<file path="config.mk">
export PLATFORM = sky130hd
export DESIGN_NAME = alu_logic_pipe
export DESIGN_NICKNAME = d
export VERILOG_FILES = /design/src/rtl/alu_logic_pipe.sv
export SDC_FILE = /design/constraint.sdc
export NUM_CORES = 1
export LEC_CHECK = 0
export BUFFER_PORTS_ARGS = -buffer_cell sky130_fd_sc_hd__buf_2
export CORE_UTILIZATION = 30
export CTS_CLUSTER_DIAMETER = 60
export DETAILED_ROUTE_END_ITERATION = 10
export SLEW_MARGIN = 10
export SYNTH_ARGS = -nofsm -noshare
export SYNTH_HDL_FRONTEND = slang
export SYNTH_SLANG_ARGS = --single-unit
</file>
<file path="constraint.sdc">
create_clock -name clk -period 8 [get_ports clk]
set_clock_uncertainty 0.05 [all_clocks]
set_input_delay 1.2 -clock clk [delete_from_list [all_inputs] [get_ports clk]]
set_output_delay 1.2 -clock clk [all_outputs]
set_load 0.03 [all_outputs]
</file>
<file path="src/rtl/alu_logic_pipe.sv">
// Pipelined Y86-64 bitwise logic unit (AND/OR/XOR/ANDN) with ZF/SF/OF flags and valid/ready backpressure.
// Optional Y86 condition-code register enabled by defining ALU_LOGIC_CC_EN.
module alu_logic_pipe #(
  parameter int unsigned WIDTH   = 64,
  parameter int unsigned LATENCY = 2
) (
  input  logic             clk,
  input  logic             rst_n,
  input  logic             in_valid,
  output logic             in_ready,
  input  logic [WIDTH-1:0] in_a,
  input  logic [WIDTH-1:0] in_b,
  input  logic [1:0]       in_op,
`ifdef ALU_LOGIC_CC_EN
  input  logic             set_cc,
  output logic             cc_zf,
  output logic             cc_sf,
  output logic             cc_of,
`endif
  output logic             out_valid,
  input  logic             out_ready,
  output logic [WIDTH-1:0] out_res,
  output logic             out_zf,
  output logic             out_sf,
  output logic             out_of
);

  typedef enum logic [1:0] {
    OP_AND  = 2'b00,
    OP_OR   = 2'b01,
    OP_XOR  = 2'b10,
    OP_ANDN = 2'b11
  } op_e;

  op_e              w_op;
  logic [WIDTH-1:0] w_res;
  logic [LATENCY-1:0] w_adv;

  logic [LATENCY-1:0] r_vld;
  logic [WIDTH-1:0]   r_res [LATENCY];
  logic [LATENCY-1:0] r_zf;
  logic [LATENCY-1:0] r_sf;
`ifdef ALU_LOGIC_CC_EN
  logic [LATENCY-1:0] r_set_cc;
`endif

  assign w_op = op_e'(in_op);

  always_comb begin
    w_res = '0;
    case (w_op)
      OP_AND:  w_res = in_a & in_b;
      OP_OR:   w_res = in_a | in_b;
      OP_XOR:  w_res = in_a ^ in_b;
      OP_ANDN: w_res = in_a & ~in_b;
      default: w_res = '0;
    endcase
  end

  // Stage k may advance if any stage from k to the output has a hole, or the
  // consumer drains; expressed per stage so the ready chain has no loop.
  always_comb begin
    w_adv = '0;
    for (int unsigned k = 0; k < LATENCY; k++) begin
      w_adv[k] = out_ready;
      for (int unsigned j = k; j < LATENCY; j++) begin
        if (!r_vld[j]) w_adv[k] = 1'b1;
      end
    end
  end

  assign in_ready = w_adv[0];

  always_ff @(posedge clk) begin
    if (!rst_n) begin
      r_vld <= '0;
      r_zf  <= '0;
      r_sf  <= '0;
`ifdef ALU_LOGIC_CC_EN
      r_set_cc <= '0;
`endif
      for (int unsigned k = 0; k < LATENCY; k++) r_res[k] <= '0;
    end else begin
      for (int unsigned k = 1; k < LATENCY; k++) begin
        if (w_adv[k]) begin
          r_vld[k] <= r_vld[k-1];
          if (r_vld[k-1]) begin
            r_res[k] <= r_res[k-1];
            r_zf[k]  <= r_zf[k-1];
            r_sf[k]  <= r_sf[k-1];
`ifdef ALU_LOGIC_CC_EN
            r_set_cc[k] <= r_set_cc[k-1];
`endif
          end
        end
      end
      if (w_adv[0]) begin
        r_vld[0] <= in_valid;
        if (in_valid) begin
          r_res[0] <= w_res;
          r_zf[0]  <= ~|w_res;
          r_sf[0]  <= w_res[WIDTH-1];
`ifdef ALU_LOGIC_CC_EN
          r_set_cc[0] <= set_cc;
`endif
        end
      end
    end
  end

  assign out_valid = r_vld[LATENCY-1];
  assign out_res   = r_res[LATENCY-1];
  assign out_zf    = r_zf[LATENCY-1];
  assign out_sf    = r_sf[LATENCY-1];
  assign out_of    = 1'b0;

`ifdef ALU_LOGIC_CC_EN
  always_ff @(posedge clk) begin
    if (!rst_n) begin
      cc_zf <= 1'b1;
      cc_sf <= 1'b0;
      cc_of <= 1'b0;
    end else if (out_valid && out_ready && r_set_cc[LATENCY-1]) begin
      cc_zf <= r_zf[LATENCY-1];
      cc_sf <= r_sf[LATENCY-1];
      cc_of <= 1'b0;
    end
  end
`endif

endmodule

</file>
==> results_dict.tcl <==
set metrics [dict create \
    status "finished clean" \
    gp_congestion 0.808 \
    grt-ovfl-total 0 \
    slew_headroom_pct 43.0 \
    switching_power_uw 551 \
    final_util_pct 35.7 \
    synthXorXnorAreaFrac_pct 6.24 \
    p_total_mw 1.94 \
    drc 0 \
    grt_pass1_wl_mm 34.0 \
    synth_seq_area_share_pct 44.2 \
    synth_area_um2 8980 \
    grt_max_degree 109 \
    holdCritPathClass "flip-flop to flip-flop" \
    cts_tree "built" \
    finalHoldViolCount 0 \
    power.share.combinational_pct 20.0 \
    htreeDepth 4 \
    fin_cells 1454 \
    wirelength_mm 22.2 \
    seq_power_share_pct 43.8 \
    drv_cap 0 \
    setup_viol 0 \
    synthCells 938 \
    detail_route.iter0.violations 384 \
    viasPerCell 4.39 \
    synth_mux_area_share_pct 0.223 \
    core_area_um2 29100 \
    final_area_um2 10400 \
    start_util_pct 30.9 \
    synth_fp_nets 1139 \
    dp_cells 1416 \
    num_rows 62 \
    synth_top_family_by_area "buffers and inverters" \
    clkPwrFrac_pct 36.2 \
    cp-end-kind "flip-flop" \
    io_buffers 201 \
    arrival_ps 4500 \
    antenna_found_initial 9 \
    p_sw_share_pct 28.4 \
    first_global_vias 6073 \
    post_drt_wl_per_cell_um 15.3 \
    ys_seq_elements 134 \
    path_clk_slew_ps 50 \
    dp.final_hpwl_mm 16.8 \
    crit_type "input port to flip-flop" \
    rsz0062_at_grt "false" \
    die_w_um 175 \
    synthToLayoutAreaGrowth_pct 15.6 \
    drive_gt1_share_pct 22.7 \
    power_density_nw_per_um2 187 \
    vdd_drop_max_uv 106 \
    numCtsBuffers 17 \
    firstDrtPassIters 5 \
    seq_area_um2 3960 \
    cp.required_ps 8310 \
    yosys_warnings 0 \
    nNetsFinal 1252 \
    worstMarginPinSlew_ps 856 \
    die_y_um 175 \
    min_period_over_period_pct 52.4 \
    worstSetupStartpointType "input port" \
    cp_max_fo 74 \
    synthSimpleGateAreaFrac_pct 14.8 \
    power.leakage_nw 5.03 \
    insertion_delay_ps 420 \
    grtUsageTotal_pct 14.8 \
    syn_area_per_cell_um2 9.57 \
    synth_adder_area_share_pct 9.34 \
    cts_buffer_depth 2 \
    fillers 2980 \
    p_int_mw 1.39 \
    fin_tns_setup_ps 0 \
    ctsResizeCount 0 \
    ant_nets 0 \
    synth.distinct_cells 33 \
    min_period_ps 4190 \
    cts_sinks 134 \
    die_area_um2 30600 \
    multiInputGateArea_um2 3680 \
    hold_buffers 0 \
    cts_root_buf "clkbuf_16" \
    synth_compound_area_share_pct 9.88 \
    post_dp_cell_area_um2 9840 \
    fmax_ghz 0.239 \
    cts_setup_buffers 0 \
    ios 203 \
    num_vias 6378 \
    report.final.slew_viol_count 0 \
]
-- worst max-delay path: stages --
cell     delay [ps]
buf_2           130
inv_1            80
ha_4            620
buf_4           690
a21oi_1         160
or4_1           540
or4b_1          560
nor4_2          330
a32o_1          170
-- routing by layer --
metal  global-route usage [%]  vias to the layer above  share of wire (%)
met2                     22.3                      175                 45
li1                         -                     3259                  -
met1                     20.1                     2909                 48
met5                        0                        -               0.15
met3                     3.59                       29                5.4
met4                     6.05                        6                2.1
-- cells in the mapped netlist --
cell,instances,area share [%]
or4bb_1,1,0.13
nor2_1,21,0.88
o21a_1,1,0.084
buf_2,20,1.1
nor4_1,9,0.63
clkbuf_1,20,0.84
nor4b_1,1,0.098
a21oi_1,66,3.7
dfxtp_1,6,1.3
nand4_1,6,0.42
buf_4,65,5.4
nor4_2,1,0.14
and2_1,108,7.5
ha_1,67,9.3
o211a_1,1,0.11
o21ai_0,1,0.056
a31oi_1,20,1.4
a21boi_0,1,0.084
xor2_1,64,6.2
a32o_1,1,0.11
edfxtp_1,128,43
a221oi_1,43,4.2
conb_1,1,0.042
nand2_1,71,3.0
or4b_1,1,0.11
mux2i_1,2,0.22
buf_6,3,0.38
nand2b_1,22,1.5
buf_1,6,0.25
nor2b_1,4,0.28
inv_1,175,7.3
or4_1,1,0.084
a221oi_2,1,0.17
-- sequential cells by signal, summed over array words and instances, names as in the netlist --
register / count
r_res: 128
r_sf: 2
r_vld: 2
r_zf: 2
-- final timing paths --
path	to	start	cells after the start	slack, ps
max	r_zf[0]	in_op[0]	9	3810
min reg2reg	r_sf[0]	r_sf[0]	1	450
max reg2reg	r_res[0][37]	r_vld[1]	5	5610
min	r_sf[0]	r_sf[0]	1	450
-- power groups by stage --
stage                     clock network (mW)  registers (mW)  logic (mW)
after CTS                              0.714           0.851       0.394
after floorplan                            0           0.860       0.291
after detailed placement                   0           0.865       0.392
after global placement                     0           0.865       0.384
after global routing                   0.741           0.855       0.437
final                                  0.703           0.850       0.389
-- cells in the final DEF (no fill, tap or decap), drive strengths merged, types with 2 or more instances in the layout --
cell,count
and2,108
xor2,64
diode,6
buf,208
nand4,6
nor4,10
dfxtp,6
clkinvlp,2
nand2b,22
a21oi,66
clkbuf,21
clkinv,8
nor2b,4
nor2,21
edfxtp,128
ha,67
nand2,71
mux2i,2
a31oi,20
inv,175
a221oi,44
-- final cells by class --
cell class / instances / area share (%)
Clock buffer: 21 / 4.24
Clock inverter: 11 / 0.820
Antenna cell: 6 / 0.145
Tap cell: 384 / 4.63
Multi-Input combinational cell: 515 / 35.5
Inverter: 175 / 6.33
Sequential cell: 134 / 38.2
Timing Repair Buffer: 208 / 10.2
-- cells by family after synthesis --
logic type,count (synthesis)
AOI/OAI and AO/OA,135
xor gates and xnor gates,64
adders and majority gates,67
buffers and inverters,289
DFF,134
muxes,2
other,1
and+or+nand+nor,246
-- through the flow --
| stage | setup slack [ps] | hold slack [ps] |
|---|---|---|
| 6_report | 3810 | 453 |
| 3_3_place_gp | 3380 | 443 |
| 3_5_place_dp | 3340 | 440 |
| 4_1_cts | 3770 | 457 |
| 5_1_grt | 3570 | 473 |
| 2_1_floorplan | 4350 | 419 |
No activity file was read; power rests on OpenSTA's default activity.
